## config.mk

```make
export PLATFORM = sky130hd
export DESIGN_NAME = out_shift_ctrl
export DESIGN_NICKNAME = d
export VERILOG_FILES = /design/src/rtl/out_shift_ctrl.sv
export SDC_FILE = /design/constraint.sdc
export NUM_CORES = 1
export LEC_CHECK = 0
export CAP_MARGIN = 20
export CORE_ASPECT_RATIO = 0.8
export CORE_MARGIN = 3
export CORE_UTILIZATION = 40
export DETAILED_ROUTE_END_ITERATION = 8
export PLACE_DENSITY = 0.62
export SLEW_MARGIN = 40
export SYNTH_ARGS = -nofsm -noshare
export SYNTH_HDL_FRONTEND = slang
export SYNTH_SLANG_ARGS = --single-unit
```

## constraint.sdc

```tcl
create_clock -name clk_i -period 3.45 [get_ports clk_i]
set_input_delay 0.69 -clock clk_i [delete_from_list [all_inputs] [get_ports clk_i]]
set_output_delay 0.69 -clock clk_i [all_outputs]
set_load 0.05 [all_outputs]
```

## src/rtl/out_shift_ctrl.sv

```systemverilog
// out_shift_ctrl: sequences clear/load/run/drain of out_reg_shift and realigns its valid strobe
module out_shift_ctrl #(
  parameter int I_WIDTH       = 8,
  parameter int F_WIDTH       = 8,
  parameter int N             = 3,
  parameter int NUM_COL_WIDTH = $clog2(N + 1),
  parameter int ROW_WIDTH     = 8
) (
  input  logic                     clk_i,
  input  logic                     rst_n_i,
  input  logic                     cfg_valid_i,
  output logic                     cfg_ready_o,
  input  logic [NUM_COL_WIDTH-1:0] cfg_num_cols_i,
  input  logic [ROW_WIDTH-1:0]     cfg_num_rows_i,
  output logic                     cfg_err_o,
  input  logic                     src_valid_i,
  output logic                     src_ready_o,
  output logic                     shift_rst_o,
  output logic                     cols_rst_o,
  output logic                     cols_ld_o,
  output logic [NUM_COL_WIDTH-1:0] cols_o,
  output logic                     out_valid_o,
  output logic                     busy_o,
  output logic                     done_o
);
  if (N < 2 || I_WIDTH < 1 || F_WIDTH < 0) begin : g_bad_param
    $error("out_shift_ctrl: illegal parameters");
  end
  typedef enum logic [2:0] {IDLE, CLEAR, LOAD, RUN, DRAIN, DONE} state_t;
  state_t                   r_state, w_next;
  logic [NUM_COL_WIDTH-1:0] r_cols, r_cols_o, w_d;
  logic [ROW_WIDTH-1:0]     r_rows, r_in_cnt, r_out_cnt;
  logic [N-2:0]             r_vline;
  logic [N-1:0]             w_vnext;
  logic                     r_err, r_shift_rst, r_cols_ld;
  logic                     w_hs, w_illegal, w_accept, w_ov, w_clr;
  assign w_hs      = cfg_valid_i & (r_state == IDLE);
  assign w_illegal = (cfg_num_cols_i == '0) || (cfg_num_cols_i > NUM_COL_WIDTH'(N));
  assign w_accept  = src_valid_i & (r_state == RUN);
  assign w_d       = NUM_COL_WIDTH'(N) - r_cols;
  assign w_vnext   = {r_vline, w_accept};
  assign w_clr     = (w_next == CLEAR);
  // a sample accepted now leaves the shifter D cycles later; D = 0 is a pass-through
  always_comb begin
    w_ov = (w_d == '0) & w_accept;
    for (int i = 0; i < N - 1; i++) if (w_d == NUM_COL_WIDTH'(i + 1)) w_ov = r_vline[i];
  end
  always_comb begin
    w_next = r_state;
    unique case (r_state)
      IDLE:    w_next = w_hs ? CLEAR : IDLE;
      CLEAR:   w_next = LOAD;
      LOAD:    w_next = (r_rows == '0) ? DRAIN : RUN;
      RUN:     w_next = (w_accept && r_in_cnt == r_rows - ROW_WIDTH'(1)) ? DRAIN : RUN;
      DRAIN:   w_next = (r_out_cnt == r_rows) ? DONE : DRAIN;
      DONE:    w_next = IDLE;
      default: w_next = IDLE;
    endcase
  end
  always_ff @(posedge clk_i or negedge rst_n_i) begin
    if (!rst_n_i) begin
      r_state     <= IDLE;
      r_cols      <= '0;
      r_rows      <= '0;
      r_err       <= 1'b0;
      r_cols_o    <= '0;
      r_cols_ld   <= 1'b0;
      r_shift_rst <= 1'b1;
      r_vline     <= '0;
      r_in_cnt    <= '0;
      r_out_cnt   <= '0;
    end else begin
      r_state     <= w_next;
      r_shift_rst <= w_clr;
      r_cols_ld   <= (w_next == LOAD);
      r_vline     <= w_clr ? '0 : w_vnext[N-2:0];
      r_in_cnt    <= w_clr ? '0 : r_in_cnt + ROW_WIDTH'(w_accept);
      r_out_cnt   <= w_clr ? '0 : r_out_cnt + ROW_WIDTH'(w_ov);
      if (w_hs) begin
        r_cols <= w_illegal ? NUM_COL_WIDTH'(N) : cfg_num_cols_i;
        r_rows <= cfg_num_rows_i;
        r_err  <= w_illegal;
      end
      if (w_next == LOAD) r_cols_o <= r_cols;
    end
  end
  assign cfg_ready_o = (r_state == IDLE);
  assign cfg_err_o   = (r_state == CLEAR) & r_err;
  assign src_ready_o = (r_state == RUN);
  assign shift_rst_o = r_shift_rst;
  assign cols_rst_o  = r_shift_rst;
  assign cols_ld_o   = r_cols_ld;
  assign cols_o      = r_cols_o;
  assign out_valid_o = w_ov;
  assign busy_o      = (r_state != IDLE);
  assign done_o      = (r_state == DONE);
endmodule

```

=== Yosys cells after proc, flatten, opt, wreduce, memory -nomap -nowiden ===
Index checks and enable logic that the tools add are counted.

* Muxes and demuxes: 11
* $lt $le $gt $ge: 1
* Add/subtract/negate cells: 4
* Bitwise gates (word level): 4
* Reductions and logical operators: 7
* Equality and inequality tests: 11

{| class="wikitable"
|+ Operators by type and width
! cell !! count
|-
| 8-bit by 1-bit adder with 8-bit output || 2
|-
| 8-bit == test || 2
|-
| 8-bit 2-to-1 mux || 2
|-
| 3-bit case mux with 5 select lines || 1
|-
| 3-bit by 2-bit == test with 1-bit output (second input constant) || 3
|-
| 8-bit logical NOT || 1
|-
| 8-bit by 1-bit subtractor with 8-bit output (second input constant) || 1
|-
| 3-bit by 1-bit == test with 1-bit output (second input constant) || 2
|-
| 3-bit == test (second input constant) || 2
|-
| 3-bit 2-to-1 mux || 2
|-
| 1-bit bitwise AND || 4
|-
| 2-bit logical NOT || 2
|-
| 1-bit 2-to-1 mux || 4
|-
| 2-bit 2-to-1 mux || 2
|-
| 3-bit logical NOT || 1
|-
| 3-bit nonzero test || 1
|-
| 2-bit by 1-bit == test with 1-bit output (second input constant) || 1
|-
| 2-bit == test (second input constant) || 1
|-
| 2-bit > comparator (second input constant) || 1
|-
| 2-bit subtractor (first input constant) || 1
|-
| 1-bit logical AND || 1
|-
| 1-bit logical OR || 1
|}

* Register bits: 36
* Word-level logic and storage cells: 48
* Output and inout bits: 11
* Input port bits: 14

=== Logic depth before layout (Yosys ltp) ===
* Depth after elaboration: 7
* Mapped depth: 11
* Depth with buffers taken out: 10

=== Least setup slack after synthesis ===
OpenSTA, ideal clock, no wires.

* Path kind: input-to-reg
* From: input src_valid_i
* To: register r_out_cnt[6]
* Path buffers: 0
* Path slack: 438 ps
* Stages: 10
* Data required time: 3,332 ps
* Data arrival time: 2,894 ps
* Cell sequence: and4b_1 mux2_2 nand2_1 o21ai_0 ha_1 ha_1 and3_1 nand3_1 xor2_1 nor2_1

* Longest elaborated chain between the ends: 6
* Elaborated cells on any way between the ends: 10
* Classes of those cells: add/sub (1); eq/ne (1); mux (5); bitwise (2); reduce/logical (1)

{| class="wikitable"
|+ Ends and longest elaborated chain
! what !! line !! source
|-
| start, declared || 16 || <nowiki>input logic src_valid_i,</nowiki>
|-
| 1-bit bitwise AND || 39 || <nowiki>assign w_accept = src_valid_i & (r_state == RUN);</nowiki>
|-
| 1-bit bitwise AND || 45 || <nowiki>w_ov = (w_d == '0) & w_accept;</nowiki>
|-
| 1-bit 2-to-1 mux (2 in a row) || 46 || <nowiki>for (int i = 0; i < N - 1; i++) if (w_d == NUM_COL_WIDTH'(i + 1)) w_ov = r_vline[i];</nowiki>
|-
| net out_valid_o || 22 || <nowiki>output logic out_valid_o,</nowiki>
|-
| 8-bit by 1-bit adder with 8-bit output || 78 || <nowiki>r_out_cnt <= w_clr ? '0 : r_out_cnt + ROW_WIDTH'(w_ov);</nowiki>
|-
| 8-bit 2-to-1 mux || 78 ||
|-
| end signal, assigned || 78 ||
|-
| end, declared || 32 || <nowiki>logic [ROW_WIDTH-1:0] r_rows, r_in_cnt, r_out_cnt;</nowiki>
|}

The timed path passes the listed nets, and every way through them passes these cells.
A chain may end at the register's enable or synchronous reset.

=== Worst setup path after layout ===
* From: register r_state[2]
* To: output cfg_err_o

* Longest elaborated chain between the ends: 2

{| class="wikitable"
|+ Ends and longest elaborated chain
! what !! line !! source
|-
| start, declared || 30 || <nowiki>state_t r_state, w_next;</nowiki>
|-
| start signal, assigned || 73 || <nowiki>r_state <= w_next;</nowiki>
|-
| 3-bit by 1-bit == test with 1-bit output || 88 || <nowiki>assign cfg_err_o = (r_state == CLEAR) & r_err;</nowiki>
|-
| 1-bit bitwise AND || 88 ||
|-
| end, declared || 15 || <nowiki>output logic cfg_err_o,</nowiki>
|}

No other way between the ends.

==> impl_metrics.csv <==
group,metric,value,unit
worst_setup_path,critPathMaxFanout,9,
grt,globalRoute.totalOverflow,0,
logic_synthesis,postSynthAreaPerCell,10.3,um^2
worst_setup_path,crit_required,2.76,ns
clock_tree,post_cts_buffers,0,
detailed_routing,vias_per_cell,5.08,
detailed_routing,wl,4.00,mm
final_layout,fillers,426,
detailed_routing,drt-pass1-iter-count,4,
power,clockPowerShare,0.242,
min_path,hold_class,"in2async",
floorplan,start_util,0.426,
clock_tree,clkTransAtPathRegs,0.08,ns
power,leakage,1.01,nW
sta,slew_viol_final,0,
sta,clock_skew,0.00796,ns
floorplan,die_h,69.4,um
sta,worst_pin_slew,0.747,ns
detailed_routing,vias,1406,
sta,tns,0,ns
floorplan,rows,22,
clock_tree,root_buffer,"clkbuf_8",
grt,grt_max_degree,22,
power,p_seq_frac,0.441,
worst_setup_path,crit_chain,"nor3b_1, buf_4, and2_1, clkdlybuf4s50_1",
detailed_routing,ant_nets,0,
clock_tree,cts_tree,"built",
worst_setup_path,start_kind,"flip-flop",
logic_synthesis,async_flop_share,1.00,
floorplan,die_width,85.2,um
power,swShare,0.355,
logic_synthesis,yosys_warnings,0,
sta,final_hold_viol_count,0,
detailed_routing,drcViolationCount,0,
grt,track_usage,0.143,
placement,globalplace.congestion,0.800,
clock_tree,insertion_delay,0.29,ns
grt,grt_pass1_wl,6.67,mm
detailed_routing,drtIter0Drc,64,
clock_tree,cts.sink_count,36,
clock_tree,cts_resized,0,
logic_synthesis,syn_nets,214,
power,p_switching,0.541,mW
logic_synthesis,synth_cell_types,45,
flow_run,drv_cap,0,
clock_tree,htree_levels,2,
sta,timing.final.crit_share,0.803,
sta,fmax,361,MHz
power,internal_power,0.984,mW
placement,dpl.cell_count,269,
placement,place_hpwl,3.04,mm
clock_tree,cts_made_buffers,5,
logic_synthesis,yosys.area.top_type,"dfrtp_1",
power,peakVddDrop,0.000349,V
logic_synthesis,synth-seq-cells,36,
logic_synthesis,yosysSeqAreaShare,0.450,
logic_synthesis,post-synth-top-count-cell,"dfrtp_1",
clock_tree,clk_path_buf_depth,2,
logic_synthesis,synth_ff_type,"dfrtp_1",
grt,grt_pass1_vias,1398,
outcome,status,"finished, final reports clean",
logic_synthesis,synthesis.area,0.00201,mm^2
logic_synthesis,synth_edf_count,0,
sta,maxSlewHeadroom,0.502,
worst_setup_path,slowest_delay,0.79,ns
sta,rsz0062_at_grt,"no",
final_layout,num_antenna_cells,0,
worst_setup_path,crit_slowest_cell,"clkdlybuf4s50_1",
clock_tree,hold_buffers,0,
grt,grt_antenna_before_repair,0,
final_layout,final_core_util,0.507,
power,comb_power_share,0.317,
sta,fin_crit,2.77,ns
logic_synthesis,netlist_instances,194,
floorplan,fp.dieArea,0.00591,mm^2
worst_setup_path,crit_type,"reg2out",
logic_synthesis,yosys.area.top_type_share,0.436,
worst_setup_path,worst_setup_path_end_kind,"output pin",
final_layout,final_layout_size_suffix_gt1_frac,0.124,
sta,setup_viol,0,
floorplan,core_area,0.00471,mm^2
power,powerDensity,640,mW/mm^2
sta,hold_ws,0.325,ns
floorplan,pin_count,25,
final_layout,nets,236,
detailed_routing,wire_per_inst,14.4,um
worst_setup_path,crit_arrival,2.08,ns
final_layout,final_cell_count_no_fill,277,
placement,portBuffers,24,
logic_synthesis,synthTopCellsByArea,"dfrtp_1, xor2_1, xnor2_1",
logic_synthesis,synth_common_cells,"dfrtp_1, nor2_1, xor2_1, xnor2_1, nand3_1",
final_layout,area.growth.synth_to_final,18.8,%
cell families after synthesis:
group           after synthesis  share of synthesized area
simple gates                 72                      0.200
buf+inv                      18                     0.0530
compound gates               22                     0.0729
flops                        36                      0.450
mux                          11                     0.0611
xor+xnor                     29                      0.127
fa+ha+maj                     6                     0.0374
final cells by class:
cell class                      count  area, um^2  share of cell area
Tap cell                           60        75.1              0.0315
Clock inverter                      2        35.0              0.0147
Timing Repair Buffer               28         283               0.119
Clock buffer                        6        72.6              0.0304
Inverter                            5        18.8             0.00787
Sequential cell                    36         902               0.378
Multi-Input combinational cell    140         998               0.419
layer usage:
metal | vias to the layer above | GRT usage | wire length (um)
li1 | 701 | - | -
met4 | 0 | 0.0369 | 32
met1 | 689 | 0.207 | 2070
met3 | 4 | 0.0392 | 93
met5 | - | 0 | 0
met2 | 12 | 0.209 | 1800
power groups by stage:
stage | registers, mW | logic (mW) | clock network (mW)
after floorplan | 0.663 | 0.355 | 0
after global placement | 0.678 | 0.474 | 0
after detailed placement | 0.681 | 0.484 | 0
after CTS | 0.674 | 0.491 | 0.380
after global routing | 0.690 | 0.536 | 0.395
final | 0.672 | 0.484 | 0.369
cell usage in the layout (no fill, tap or decap), types with 2 or more instances in the layout:
master	n
nor2_1	19
a211oi_1	2
or2_2	2
nor3_1	3
clkdlybuf4s50_1	22
nand3_1	10
ha_1	6
inv_1	5
dfrtp_1	35
and2_1	3
clkbuf_8	5
nor2b_1	7
and3_1	5
xor2_1	17
a21oi_1	3
nand2b_1	2
and4b_1	3
buf_4	4
nand2_1	9
o21a_1	2
xnor2_1	12
mux2_1	2
o21ai_0	6
mux2_2	8
sequential cells by signal, summed over array words and instances, names as in the netlist:
name        cells
r_vline         2
cols_o          2
r_rows          8
r_state         3
r_err           1
r_out_cnt       8
r_cols          2
cols_rst_o      1
cols_ld_o       1
r_in_cnt        8
stage by stage:
step	worst slack [ns]	power [mW]	cell area (um^2)
finish	0.680	1.53	2380
detailed placement	0.607	1.17	2280
global route	0.535	1.62	2380
floorplan	0.438	1.02	2010
global placement	0.641	1.15	2250
CTS	0.657	1.54	2380
critical path, delay by kind of cell (launching register included):
kind	cells	cell delay, ns
simple gates	2	0.35
flops	1	0.48
buf+inv	2	0.95
final timing paths:
kind / from / slack, ns / depth (start not counted) / to
setup / recovery: r_state[2] / 0.68 / 4 / cfg_err_o
hold / removal: rst_n_i / 0.32 / 1 / r_err
setup reg to reg: r_state[2] / 1.18 / 10 / r_out_cnt[6]
hold reg to reg: r_err / 0.50 / 1 / r_err
max in group asynchronous: rst_n_i / 2.68 / 2 / r_in_cnt[1]
min in group clk_i: r_err / 0.50 / 1 / r_err
No activity file was read; power rests on OpenSTA's default activity.
==> variant 1 (same settings) <==
Set the parameter `ROW_WIDTH` to 12 (it was 8).
--- a/src/rtl/out_shift_ctrl.sv
+++ b/src/rtl/out_shift_ctrl.sv
@@ -4,7 +4,7 @@
   parameter int F_WIDTH       = 8,
   parameter int N             = 3,
   parameter int NUM_COL_WIDTH = $clog2(N + 1),
-  parameter int ROW_WIDTH     = 8
+  parameter int ROW_WIDTH     = 12
 ) (
   input  logic                     clk_i,
   input  logic                     rst_n_i,
Ports: changed (resized cfg_num_rows_i); port bits go from 25 to 29. The function was not compared with the original's and may differ.
==> variant 1 against the unedited design <==
Routed wire length increased by 36%. Maximum frequency decreased by 5.9%. First-iteration DRC count increased by 95%. Register-to-register slack got worse by 0.67 ns. Synthesized area increased by 33%. Total power increased by 62%. Worst setup slack got worse by 0.17 ns. Sequential cell count increased by 12. Final area increased by 31%.
==> variant 1: results (changes against the unedited design) <==
Worst setup path
  • CP startpoint: r_rows[0] (was r_state[2])
  • Worst EP arrival: 3.13 ns (was 2.08 ns)
  • Crit Path Max Fanout: 7 (was 9)
  • R2r worst-path depth: 8 (was 10)
  • Reg2Reg Setup Slack: 0.51 ns (was 1.18 ns)
  • Reg2reg end: r_state[0] (was r_out_cnt[6])

Finish
  • # fillers: 609 (was 426)
  • Final nets: 316 (was 236)
  • Area delta synth->final: 16.57% (was 18.83%)
  • Share of cells above drive strength 1: 10.54% (was 12.44%)
  • Fin cells: 375 (was 277)
  • Largest regs: r_in_cnt (12), r_out_cnt (12), r_rows (12) (was r_in_cnt (8), r_out_cnt (8), r_rows (8))

GRT
  • Largest net degree at the start of global routing: 49 (was 22)
  • GR Util All Layers: 15.41% (was 14.25%)
  • First-pass GRT wire length: 9611 µm (was 6665 µm)
  • Initial antenna violation count: 0 (unchanged)

Pwr
  • Peak VDD IR: 0.3993 mV (was 0.3488 mV)
  • Clock power share: 14.0% (was 24.2%)
  • Int Power: 1.428 mW (was 0.9840 mW)
  • LEAKAGE: 1.327 nW (was 1.014 nW)
  • Logic pwr share: 43.5% (was 31.7%)
  • Sw power: 1.038 mW (was 0.5414 mW)

Placed design
  • Post-DP HPWL: 3999 µm (was 3044 µm)
  • I/O Buffers: 28 (was 24)
  • Pre-CTS setup slack: 0.4198 ns (was 0.6074 ns)
  • Placer Congestion: 0.7571 (was 0.8002)

STA
  • Min Hold Slack: 0.3824 ns (was 0.3248 ns)
  • Slew at the pin closest to its max-slew limit: 0.5975 ns (was 0.7475 ns)
  • Fmax: 0.3399 GHz (was 0.3610 GHz)

Synthesis
  • Unique cell type count in the Yosys netlist: 45 (unchanged)
  • Top post-synthesis cells by area: dfrtp_1 (44%), xor2_1 (8.8%), xnor2_1 (6.9%), mux2_2 (5.5%), nor2_1 (4.9%) (was dfrtp_1 (44%), xor2_1 (7.4%), xnor2_1 (5.2%), mux2_2 (4.5%), ha_1 (3.7%))
  • Synth cell count leaders: dfrtp_1 (47), nor2_1 (35), xor2_1 (27) (was dfrtp_1 (35), nor2_1 (19), xor2_1 (17))
  • Synthesized Nets: 292 (was 214)
  • Mapped Avg Cell Area: 9.935 µm² (was 10.34 µm²)

Drt
  • DRT iter0 DRCs: 125 (was 64)

Clock network
  • CTS Buffer Depth: 2 (unchanged)

Run status
  • Run status: finished, final reports clean (unchanged)
[variant 1: cell families after synthesis]
kind of cell	synth area share, %
muxes	5.852
adders and majority gates	2.341
DFF	44.99
buffers and inverters	4.026
AOI/OAI and AO/OA	6.648
and+or+nand+nor	20.41
xor gates and xnor gates	15.73
[variant 1: cell type report]
class / count / share of cell area, %
inverters: 8 / 0.9639
well taps: 81 / 3.253
clock inverters: 3 / 0.7631
clock buffers: 5 / 2.209
repair buffers: 33 / 10.44
multi-input cells: 197 / 43.78
flip-flops and latches: 48 / 38.59
[variant 1: worst max-delay path: stages (launching register included)]
cell and delay, ns:
dfrtp_1 0.46, inv_1 0.10, ha_1 0.24, or4b_1 0.59
or4_1 0.52, a2bb2oi_1 0.16, mux2_2 0.27, nor4_1 0.36
o21ai_0 0.12
[variant 1: routing by layer]
metal	wire (µm)	GRT usage [%]	vias up	part of all wire, %
li1	-	-	972	-
met1	2952	22.99	945	54
met2	2190	22.85	38	40
met3	259	3.248	5	4.8
met4	44	3.734	0	0.81
met5	0	0	-	0
==> variant 2 (same flow settings) <==
Without the edit above. The 6 states of `state_t` get a one-hot encoding in 6 bits.
--- a/src/rtl/out_shift_ctrl.sv
+++ b/src/rtl/out_shift_ctrl.sv
@@ -26,7 +26,7 @@
   if (N < 2 || I_WIDTH < 1 || F_WIDTH < 0) begin : g_bad_param
     $error("out_shift_ctrl: illegal parameters");
   end
-  typedef enum logic [2:0] {IDLE, CLEAR, LOAD, RUN, DRAIN, DONE} state_t;
+  typedef enum logic [5:0] {IDLE = 6'b000001, CLEAR = 6'b000010, LOAD = 6'b000100, RUN = 6'b001000, DRAIN = 6'b010000, DONE = 6'b100000} state_t;
   state_t                   r_state, w_next;
   logic [NUM_COL_WIDTH-1:0] r_cols, r_cols_o, w_d;
   logic [ROW_WIDTH-1:0]     r_rows, r_in_cnt, r_out_cnt;
Function: same outputs for any inputs over 10 cycles, from zero or initial values and one cycle with rst_n_i low; not proved beyond that.
==> variant 2 against the unedited design <==
Total power is 14% higher. Sequential cell count is 3 higher. Highest routed layer unchanged. Final area is 0.79% higher. Maximum frequency is 6.0% lower. Routed wire length is 7.1% lower. Synthesized area is 0.87% higher. Synthesized cell count is 5.7% higher. Cell count is 5.1% higher. Via count is 3.3% higher. Worst setup slack worse by 0.18 ns. Largest cell class is now sequential cells. Count of clock-buffer cells in the layout is 2 higher.
==> variant 2: results (changes against the unedited design) <==
GRT
  • Largest net degree at the start of global routing: 40 (was 22)
  • Vias in the first global route: 1,327 (was 1,398)
  • First-pass GRT wire length: 6403 µm (was 6665 µm)

Min path
  • Hold Path Class: input port to asynchronous set/reset pin (unchanged)

Pwr
  • P_comb: 0.712 mW (was 0.484 mW)
  • Sequential Power Share: 40.1% (was 44.1%)
  • Sw power: 0.7068 mW (was 0.5414 mW)
  • LEAKAGE: 1.105 nW (was 1.014 nW)
  • Seq. pwr: 0.699 mW (was 0.672 mW)

Synthesis
  • Top post-synthesis cells by area: dfrtp_1 (46%), xnor2_1 (9.1%), nand2_1 (5.6%), xor2_1 (4.8%), nor2_1 (4.1%) (was dfrtp_1 (44%), xor2_1 (7.4%), xnor2_1 (5.2%), mux2_2 (4.5%), ha_1 (3.7%))
  • Compound-Gate Fraction of Synth Area: 4.759% (was 7.294%)
  • Sequential area share after synthesis: 48.33% (was 44.95%)
  • Synthesized Nets: 225 (was 214)
  • Unique cell type count in the Yosys netlist: 38 (was 45)
  • Post-Synth XOR/XNOR Area: 13.84% (was 12.66%)

Worst setup path
  • R2r worst-path depth: 11 (was 10)
  • CP max stage delay: 0.79 ns (about the same)
  • Worst EP arrival: 2.26 ns (was 2.08 ns)
  • Crit Path Max Fanout: 8 (was 9)

Finish
  • Share of cells above drive strength 1: 9.524% (was 12.44%)
  • Fin cells: 291 (was 277)

Drt
  • Vias: 1,452 (was 1,406)
  • DR WL met2: 1486 µm (was 1798 µm)
  • Met3 Routed Length: 159 µm (was 93 µm)

Run status
  • Run status: finished, final reports clean (unchanged)

Placed design
  • Pre-CTS setup slack: 0.5377 ns (was 0.6074 ns)
  • Post-DP Area: 2303 µm² (was 2277 µm²)
  • Post-DP HPWL: 2680 µm (was 3044 µm)
  • Placer Congestion: 0.7179 (was 0.8002)
==> variant 2: cell count changes in the layout (fill, tap and decap cells not counted), sizes merged, moves of 3 or more <==
cell,change
nor2,+3
nor4,+3
a211oi,-3
o22ai,+3
xnor2,+9
mux2,-7
nor2b,-7
xor2,-6
nand2,+21
==> variant 2: cell type report <==
cell class,count,area (µm²)
Multi-Input combinational cell,151,973.4
Fill cell,455,2331
Inverter,7,26.28
Timing Repair Buffer,26,250.2
Sequential cell,39,978.4
Clock buffer,8,100.1
Tap cell,60,75.07
==> variant 2: path summary, 6_finish.rpt <==
| kind | slack (ns) | from | endpoint |
|---|---|---|---|
| setup reg to reg | 0.85 | r_state[1] | r_out_cnt[7] |
| min in group clk_i | 0.48 | r_err | r_err |
| setup / recovery | 0.50 | r_state[2] | cfg_err_o |
| hold / removal | 0.36 | rst_n_i | cols_ld_o |
| hold reg to reg | 0.48 | r_err | r_err |
| max in group asynchronous | 2.73 | rst_n_i | r_state[0] |
==> variant 2: critical path: cells and delay by family, from the launching register on <==
family | cells | cell delay (ns)
buffers and inverters | 2 | 0.97
and+or+nand+nor | 4 | 0.57
DFF | 1 | 0.44
==> variant 2: cell families (layout without fill, tap and decap cells) <==
group | count (synthesis) | count (layout)
simple gates | 94 | 94
buf+inv | 15 | 41
compound gates | 16 | 16
mux | 3 | 3
fa+ha+maj | 6 | 6
flops | 39 | 39
xor+xnor | 32 | 32
==> variant 2: per-layer routing <==
| metal | vias to the layer above | global-route usage, % |
|---|---|---|
| met5 | - | 0 |
| met1 | 695 | 20.21 |
| li1 | 735 | - |
| met3 | 2 | 3.563 |
| met4 | 0 | 4.218 |
| met2 | 20 | 18.45 |
